$ cat src/rtl/btn_debounce.sv
// rtl/btn_debounce.sv - pushbutton conditioner: 2-flop sync, debounce FSM, press/release/long-press strobes
// All outputs are registered; strobes are single-cycle pulses.
module btn_debounce #(
  parameter int DEBOUNCE_CYCLES   = 1000000,
  parameter int LONG_PRESS_CYCLES = 100000000,
  parameter bit ACTIVE_LOW        = 1'b0
) (
  input  logic clk,
  input  logic rst,
  input  logic btn_in,
  output logic btn_level,
  output logic btn_press,
  output logic btn_release,
  output logic btn_long
);

  localparam int DW = $clog2(DEBOUNCE_CYCLES);
  localparam int HW = $clog2(LONG_PRESS_CYCLES + 1);
  localparam logic [DW-1:0] D_LAST = DW'(DEBOUNCE_CYCLES - 1);
  localparam logic [HW-1:0] H_LAST = HW'(LONG_PRESS_CYCLES - 1);
  localparam logic [HW-1:0] H_MAX  = HW'(LONG_PRESS_CYCLES);

  typedef enum logic [1:0] {
    IDLE         = 2'd0,
    PRESS_WAIT   = 2'd1,
    PRESSED      = 2'd2,
    RELEASE_WAIT = 2'd3
  } state_t;

  state_t        state, state_n;
  logic          s1, s2;
  logic [DW-1:0] dcnt, dcnt_n;
  logic [HW-1:0] hcnt, hcnt_n;
  logic          level_n, press_n, release_n, long_n;
  logic          btn_raw;

  // Normalise polarity before the synchronizer so reset loads "not pressed".
  assign btn_raw = btn_in ^ ACTIVE_LOW;

  always_ff @(posedge clk) begin
    if (rst) begin
      s1 <= 1'b0;
      s2 <= 1'b0;
    end else begin
      s1 <= btn_raw;
      s2 <= s1;
    end
  end

  always_ff @(posedge clk) begin
    if (rst) begin
      state       <= IDLE;
      dcnt        <= '0;
      hcnt        <= '0;
      btn_level   <= 1'b0;
      btn_press   <= 1'b0;
      btn_release <= 1'b0;
      btn_long    <= 1'b0;
    end else begin
      state       <= state_n;
      dcnt        <= dcnt_n;
      hcnt        <= hcnt_n;
      btn_level   <= level_n;
      btn_press   <= press_n;
      btn_release <= release_n;
      btn_long    <= long_n;
    end
  end

  always_comb begin
    state_n   = state;
    dcnt_n    = dcnt;
    hcnt_n    = hcnt;
    level_n   = btn_level;
    press_n   = 1'b0;
    release_n = 1'b0;
    long_n    = 1'b0;
    case (state)
      IDLE: begin
        level_n = 1'b0;
        if (s2) begin
          state_n = PRESS_WAIT;
          dcnt_n  = DW'(1);
        end else begin
          dcnt_n  = '0;
        end
      end
      PRESS_WAIT: begin
        if (!s2) begin
          state_n = IDLE;
          dcnt_n  = '0;
        end else if (dcnt == D_LAST) begin
          state_n = PRESSED;
          level_n = 1'b1;
          press_n = 1'b1;
          hcnt_n  = '0;
          dcnt_n  = '0;
        end else begin
          dcnt_n  = dcnt + DW'(1);
        end
      end
      PRESSED: begin
        // Threshold is judged on the current hcnt, so a release in the same
        // cycle still yields the long strobe; saturation prevents repeats.
        if (hcnt < H_MAX) hcnt_n = hcnt + HW'(1);
        if (hcnt == H_LAST) long_n = 1'b1;
        if (!s2) begin
          state_n = RELEASE_WAIT;
          dcnt_n  = DW'(1);
        end
      end
      RELEASE_WAIT: begin
        if (s2) begin
          state_n = PRESSED;
          dcnt_n  = '0;
        end else if (dcnt == D_LAST) begin
          state_n   = IDLE;
          level_n   = 1'b0;
          release_n = 1'b1;
          hcnt_n    = '0;
          dcnt_n    = '0;
        end else begin
          dcnt_n    = dcnt + DW'(1);
        end
      end
      default: state_n = IDLE;
    endcase
  end

endmodule

$ cat config.mk
export PLATFORM = sky130hd
export DESIGN_NAME = btn_debounce
export DESIGN_NICKNAME = d
export VERILOG_FILES = /design/src/rtl/btn_debounce.sv
export SDC_FILE = /design/constraint.sdc
export NUM_CORES = 1
export LEC_CHECK = 0
export CAP_MARGIN = 20
export CELL_PAD_IN_SITES_DETAIL_PLACEMENT = 1
export CELL_PAD_IN_SITES_GLOBAL_PLACEMENT = 1
export CORE_AREA = 2 2 103 105
export CTS_CLUSTER_SIZE = 20
export DETAILED_ROUTE_END_ITERATION = 7
export DIE_AREA = 0 0 105 107
export PLACE_DENSITY = 0.5
export SLEW_MARGIN = 30
export SYNTH_ARGS = -nofsm -noshare
export SYNTH_HDL_FRONTEND = slang
export SYNTH_SLANG_ARGS = --single-unit
$ cat constraint.sdc
create_clock -name clk -period 3.1 [get_ports clk]
set_input_delay 0.62 -clock clk [delete_from_list [all_inputs] [get_ports clk]]
set_output_delay 0.62 -clock clk [all_outputs]
set_load 0.005 [all_outputs]
==> results of run 1 <==
logic make-up (layout without fill, tap and decap cells):
family,count (synthesis),after routing
compound gates,75,75
mux,3,3
buf+inv,24,26
simple gates,173,173
fa+ha+maj,2,2
flops,55,55
xor+xnor,13,13
flip-flops by register name, summed over array words and instances (netlist names), named ones only:
name         flops
hcnt            27
dcnt            20
btn_level        1
btn_long         1
btn_press        1
btn_release      1
s1               1
s2               1
state            1
metrics by stage:
stage / hold WS, ps / std cells
final: 466 / 483
after global routing: 498 / 483
after CTS: 470 / 483
after detailed placement: 451 / 475
after global placement: 416 / 475
after floorplan: 414 / 345
layer usage:
metal / part of all wire (%) / vias up / global-route usage [%]
li1: - / 1302 / -
met1: 48 / 1303 / 19.5
met2: 50 / 11 / 28.5
met3: 1.3 / 5 / 2.55
met4: 0.71 / 0 / 3.14
met5: 0 / - / 0
synthesized netlist by cell type, types with 3 or more instances:
cell type	count	area share [%]
o21ai_0	8	1.4
a31oi_1	12	2.5
nor2b_1	4	0.85
nand2_1	35	4.5
a211o_1	3	0.89
o211ai_1	3	0.76
o22a_1	6	1.8
xor2_1	10	3.0
a21boi_0	4	1.0
a2bb2oi_1	4	1.2
dfxtp_1	55	37
a21oi_1	9	1.5
buf_6	3	1.1
nor2_1	27	3.4
and2_1	3	0.64
clkbuf_1	5	0.64
nor3_1	17	2.9
nand3_1	18	3.1
or3_1	3	0.64
nor4_1	12	2.5
nand3b_1	3	0.76
a211oi_1	3	0.76
and4_1	4	1.2
o21a_1	4	1.0
buf_2	6	1.0
nand4_1	15	3.2
a221o_1	4	1.4
xnor2_1	3	0.89
inv_1	7	0.89
and3_1	10	2.1
power groups by stage:
stage / Sequential [mW] / Clock [mW] / Combinational, mW
after floorplan: 0.752 / 0 / 0.0406
after global placement: 0.760 / 0 / 0.0506
after detailed placement: 0.761 / 0 / 0.0525
after CTS: 0.745 / 0.472 / 0.0526
after global routing: 0.748 / 0.502 / 0.0570
final: 0.745 / 0.449 / 0.0517
critical path: stages, from the launching register on:
cell and delay, ps:
dfxtp_1 470, and4bb_1 260, a21bo_2 260, o211ai_4 510, nand2_1 510, o211ai_1 320
cell type report:
type,count,area (um^2)
Fill cell,1252,6880
Multi-Input combinational cell,266,1730
Sequential cell,55,1100
Tap cell,136,170
Timing Repair Buffer,11,97.6
Clock buffer,5,68.8
Clock inverter,3,27.5
Inverter,7,26.3
worst paths after layout:
check | cells after the start | to | slack, ps
min reg2reg | 1 | s2 | 470
min | 1 | s2 | 470
max reg2reg | 5 | hcnt[24] | 690
max | 5 | hcnt[24] | 690
==> metrics, run 1 <==
Max-slew headroom=52.1%; commonest non-fill, non-tap cell in the layout=dfxtp_1; count of cell types in the netlist=65; sequential fraction of the synthesis area=37.3%; RSZ-0062 raised after global routing=no; post-synthesis cell count=345; Routability Congestion=0.773; I/O pins=7; fraction of the mapped netlist area in simple logic gates=33.6%; WL/cell=17.5 um; hold buffers post-CTS=0; Post-Route Utilization=31.9%; fin nets=351; type of element launching the critical path=flop; Worst setup EP type=flop; post-route cell area=3220 um^2; max cap viols=0; placed cell area=3120 um^2; Slew Limit Fails=0; Initial Utilization=29.2%; Gate power share=4.2%; Root Buffer=clkbuf_8; setup TNS=0 ps; Compound-Gate Fraction of Synth Area=19.1%; largest family of logic cells by synthesized area=simple AND/OR/NAND/NOR gates; Max VDD drop=0.218 mV; All-Layer GR Usage=15.6%; CTS sink count=55; Max H-tree Level=2; Die Footprint=11200 um^2; Hold Crit Class=flop to flop; mapped cell area=2950 um^2; Detail Placement HPWL=6.11 mm; Synth Area per Inst=8.55 um^2; Slew @ Worst Pin=712 ps; first-pass GRT wire length=14.0 mm; Antenna Violating Nets Remaining=0; most frequent cells in the layout=55 x dfxtp_1, 35 x nand2_1, 27 x nor2_1; vias in the first global route=2637; #FFs+latches synth=55; final setup fails=0; P&R area growth vs syn=9.03%; Placeable Area=10100 um^2; NetSw=332 uW; Die W=105 um; CTS Buf Count=5; critical path class=flop to flop; ys async rst share=0%; postcts setup bufs=0; die height=107 um; pre-CTS setup slack=579 ps; Leak Pwr=0.998 nW; crit path time final=2410 ps; Worst-path clk slew=120 ps; Synth Warn #=0; Main synth FF type=dfxtp_1; pin count of the biggest net entering global routing=22; Final period util=77.8%; Hold Crit Start=s1; input/output buffers=6; DR vias=2621; Cell Rows=37; Clock Power Share=36.0%; Residual DRC=0; number of synthesized flops with an enable pin=0; status=finished clean; Pint=913 uW; Inserted Diodes=0; Hold Vio Cnt, Final=0; maximum clock path buffer count=2; cts repair resizes=0; switch share=26.6%; worst setup margin=689 ps; Worst Path Arrival=2650 ps; CP required=3340 ps; RR Startpoint=hcnt[18]; Crit Path Max Fanout=18; XOR/XNOR share of the synthesized area=3.86%; Pwr Density=387 nW/um^2; WL final=8.45 mm; Setup Skew=9.68 ps; DR pass1 iterations=4; antenna violations before repair=0; post-synthesis mux area share=1.06%; CTS tree=done; Fmax=0.415 GHz; post-synthesis net count=350; DRT iter0 DRCs=78; Power, Total=1.25 mW; gr ovfl total=0; adder-cell share of the synthesized area=0.848%; power share of the sequential group=59.8%; worst skew pair latency=320 ps; CP startpoint=hcnt[18]; Vias/cell=5.43; share of cells above drive strength 1=8.93%
No activity file was read; power rests on OpenSTA's default activity.
==> inputs of run 2 (changes only) <==
Clock period 3.1 ns to 2.5 ns, I/O delays scaled along.
==> metrics, run 2 (synthesis results as in run 1) <==
status=finished clean; CP delay by family, top=compound AO/OA/AOI/OAI gates; placed cell area=3180 um^2; pre-CTS setup slack=368 ps; CTS tree=done; maximum clock path buffer count=2; flop2flop setup slack=420 ps; critical path class=flop to flop; Max H-tree Level=2; Setup Skew=13.9 ps; CP Cell Sequence=nor4_1 -> a21bo_2 -> o211ai_4 -> and2_4 -> a221o_1; postcts setup bufs=0; I/O pins=7; All-Layer GR Usage=15.9%; Crit Path Max Fanout=18; input/output buffers=6; DR pass1 iterations=4; Placeable Area=10100 um^2; most frequent cells in the layout=55 x dfxtp_1, 35 x nand2_1, 27 x nor2_1; CTS Buf Count=5; cts repair resizes=0; commonest non-fill, non-tap cell in the layout=dfxtp_1; WL final=8.45 mm; max reg flops=27; antenna violations before repair=0; CTS sink count=55; Antenna Violating Nets Remaining=0; WP buf/inv=0; setup TNS=0 ps; Max-slew headroom=48.4%; P&R area growth vs syn=10.8%; vias in the first global route=2666; Fmax=0.481 GHz; Cell Rows=37; post-route cell area=3270 um^2; WL/cell=17.3 um; Worst-path clk slew=110 ps; Max VDD drop=0.243 mV; final setup fails=0; Pwr Density=465 nW/um^2; worst setup margin=422 ps; pin count of the biggest net entering global routing=22; share of cells above drive strength 1=10.5%; worst skew pair latency=320 ps; DR vias=2631; type of element launching the critical path=flop; Hold Crit Class=flop to flop; Inserted Diodes=0; Initial Utilization=29.2%; Slew @ Worst Pin=766 ps; gr ovfl total=0; Post-Route Utilization=32.4%; Residual DRC=0; crit path time final=2080 ps; Die Footprint=11200 um^2; fin nets=357; Vias/cell=5.38; Leak Pwr=1.04 nW; Slew Limit Fails=0; Die W=105 um; Root Buffer=clkbuf_8; crit-path max cell delay=490 ps; first-pass GRT wire length=14.3 mm; RSZ-0062 raised after global routing=no; Final period util=83.1%; Worst setup EP type=flop; Detail Placement HPWL=6.13 mm; DRT iter0 DRCs=69; max cap viols=0; Routability Congestion=0.772; Largest regs=hcnt x27, dcnt x20; Worst Path Arrival=2280 ps; Hold Vio Cnt, Final=0; largest reg by FF count=hcnt; die height=107 um; hold buffers post-CTS=0; Crit-path slowest cell=nor4_1; CP required=2700 ps
## run 2: cell count changes in the layout (fill, tap and decap cells not counted), sizes merged
cell      before  now
buf            5   11
clkinv         0    1
clkinvlp       1    0
## run 2: through the flow
step / power, mW / hold slack [ps] / instances
6_report: 1.52 / 438 / 489
5_1_grt: 1.60 / 458 / 489
4_1_cts: 1.55 / 437 / 489
2_1_floorplan: 0.982 / 414 / 345
3_3_place_gp: 1.01 / 416 / 481
3_5_place_dp: 1.01 / 426 / 481
## run 2: worst register-to-register path, delay by kind of cell (launching register included)
family	cells	cell delay (ps)
AOI/OAI and AO/OA	3	830
and+or+nand+nor	2	780
DFF	1	370
## run 2: power breakdown
group	switching, mW	internal [mW]
clock	0.325	0.204
combinational	0.0367	0.0322
sequential	0.0272	0.895
total	0.389	1.13
## run 2: metal layers
metal,GRT usage (%),part of all wire [%],routed length [um],vias to the layer above
met4,3.43,0.75,63,0
met2,28.3,51,4340,9
met5,0,0,0,-
met1,20.3,46,3930,1307
li1,-,-,-,1311
met3,2.25,1.4,118,4
## run 2: final cells by class
cell class                      instances  area, um^2
Fill cell                            1246        6820
Multi-Input combinational cell        266        1730
Sequential cell                        55        1100
Inverter                                7        26.3
Tap cell                              136         170
Clock inverter                          3        22.5
Clock buffer                            5        68.8
Timing Repair Buffer                   17         155
## run 2: path summary, 6_finish.rpt
kind                start       end  cells after the start
hold reg to reg        s1        s2                      1
hold / removal         s1        s2                      1
setup reg to reg  hcnt[8]  hcnt[26]                      5
setup / recovery  hcnt[8]  hcnt[26]                      5
==> variant: new RTL, flow settings as in run 2 <==
Re-encode `state_t` (4 states) as Gray code, 2 bits wide.
--- a/src/rtl/btn_debounce.sv
+++ b/src/rtl/btn_debounce.sv
@@ -21,10 +21,10 @@
   localparam logic [HW-1:0] H_MAX  = HW'(LONG_PRESS_CYCLES);
 
   typedef enum logic [1:0] {
-    IDLE         = 2'd0,
-    PRESS_WAIT   = 2'd1,
-    PRESSED      = 2'd2,
-    RELEASE_WAIT = 2'd3
+    IDLE         = 2'b00,
+    PRESS_WAIT   = 2'b01,
+    PRESSED      = 2'b11,
+    RELEASE_WAIT = 2'b10
   } state_t;
 
   state_t        state, state_n;
Behaviour: no difference found for any inputs over 10 cycles, from zero or initial values and one cycle with rst high; not proved beyond that.
==> variant against run 2 <==
  * Wire length increased by 15%
  * Design area increased by 11%
  * Synthesized area increased by 8.8%
  * Global-route usage increased by 2.4 points
  * Sequential cell count unchanged
  * Setup slack got worse by 0.12 ns
Power is not compared: it rests on default switching activity, and its combinational part moved more than twofold at a synthesized area within 25%.
==> variant: results (changes against run 2) <==
status: "finished, final reports clean"
port_buffers: 6  # unchanged
dp_hpwl_um: 6920  # +13%
ys_seq_area_share_pct: 34.3  # -3.0 points
num_vias: 3113  # +18%
grt_max_degree: 49  # +120%
final.fill_count: 1261  # +1.2%
wl_per_cell_um: 17.7  # +2.6%
ir_drop_uv: 243
drt_iter0_drc: 108  # +57%
grt_use_met2_pct: 28.2  # -0.093 points
gr-usage-met1_pct: 26.7  # +6.4 points
gp_congestion: 0.757  # -1.9%
antenna_found_initial: 0  # unchanged
worst_pin_slew_ns: 0.446  # -0.321 ns
synth.area.top_cells: "dfxtp_1 (34%), a31oi_1 (8.0%), nand2_1 (4.6%), nand4_1 (3.9%), nand3_1 (3.4%)"
nets: 422  # +18%
h-tree-depth: 2  # unchanged
arrival_ns: 2.39  # +0.11 ns
grt_pass1_vias: 3173  # +19%
fin_crit_ns: 2.19  # +0.115 ns
grt_pass1_wl_um: 16600  # +16%
synth_fp_nets: 408  # +17%
synth_cell_type_count: 59  # -9.2%
synthTopCellsByCount: "dfxtp_1 (55), a31oi_1 (41), nand2_1 (39), nand3_1 (22), nor2_1 (22)"
reg_top3: "hcnt: 27 flops, dcnt: 20 flops, state: 2 flops"
drive_gt1_share_pct: 10.9  # +0.41 points
fin_skew_ns: 0.00729  # -0.00658 ns
detailedPlace.worstSlack_ns: 0.278  # -0.0893 ns
grtUsageMet3_pct: 2.43  # +0.18 points
track_usage_pct: 18.2  # +2.4 points
-- variant: changes by cell type in the layout (fill, tap and decap cells not counted), moves of 6 or more --
| cell | change |
|---|---|
| nor2_1 | -6 |
| a41oi_1 | +6 |
| o21ai_0 | +7 |
| nand2b_1 | +7 |
| xor2_1 | -10 |
| nor4_1 | -7 |
| o22a_1 | -6 |
| buf_4 | +11 |
| a31oi_1 | +29 |
-- variant: report_power, final --
| part | switching (W) | leakage (nW) | internal, W |
|---|---|---|---|
| registers | 0.00000882 | 0.443 | 0.000883 |
| logic | 0.000104 | 0.653 | 0.0000586 |
| clock network | 0.000319 | 0.0422 | 0.000199 |
-- variant: cell families after synthesis --
family / share of synthesized area (%)
flops: 34.3
buf+inv: 4.95
compound gates: 24.3
fa+ha+maj: 2.73
mux: 0.975
simple gates: 32.8
-- variant: cell type report --
type | instances | area [um2] | area share (%)
Inverter | 12 | 45.0 | 1.24
Clock inverter | 1 | 5.00 | 0.138
Clock buffer | 7 | 76.3 | 2.10
Timing Repair Buffer | 30 | 278 | 7.64
Multi-Input combinational cell | 308 | 1960 | 53.9
Tap cell | 136 | 170 | 4.68
Sequential cell | 55 | 1100 | 30.3
-- variant: final timing paths --
path / slack [ns] / end / cells after the start / from
worst max register to register: 0.31 / hcnt[9] / 7 / dcnt[11]
worst max-delay path: 0.31 / hcnt[9] / 7 / dcnt[11]
worst min register to register: 0.45 / s2 / 1 / s1
worst min-delay path: 0.45 / s2 / 1 / s1
-- variant: metrics by stage --
stage,area [um2],std cells
after detailed placement,3550,541
after global placement,3550,541
final,3630,549
after floorplan,3210,398
after global routing,3630,549
after CTS,3630,549
-- variant: worst max-delay path: stages, from the launching register on --
cell and delay [ns]:
dfxtp_1 0.39, or4b_4 0.57, nor4_4 0.20, buf_12 0.18, and3_1 0.21, a211o_2 0.22, buf_12 0.18, a31oi_1 0.10
-- variant: layer usage --
layer | routed length (um) | vias up
li1 | - | 1574
met1 | 5240 | 1518
met2 | 4290 | 15
met3 | 106 | 6
met4 | 97 | 0
met5 | 0 | -
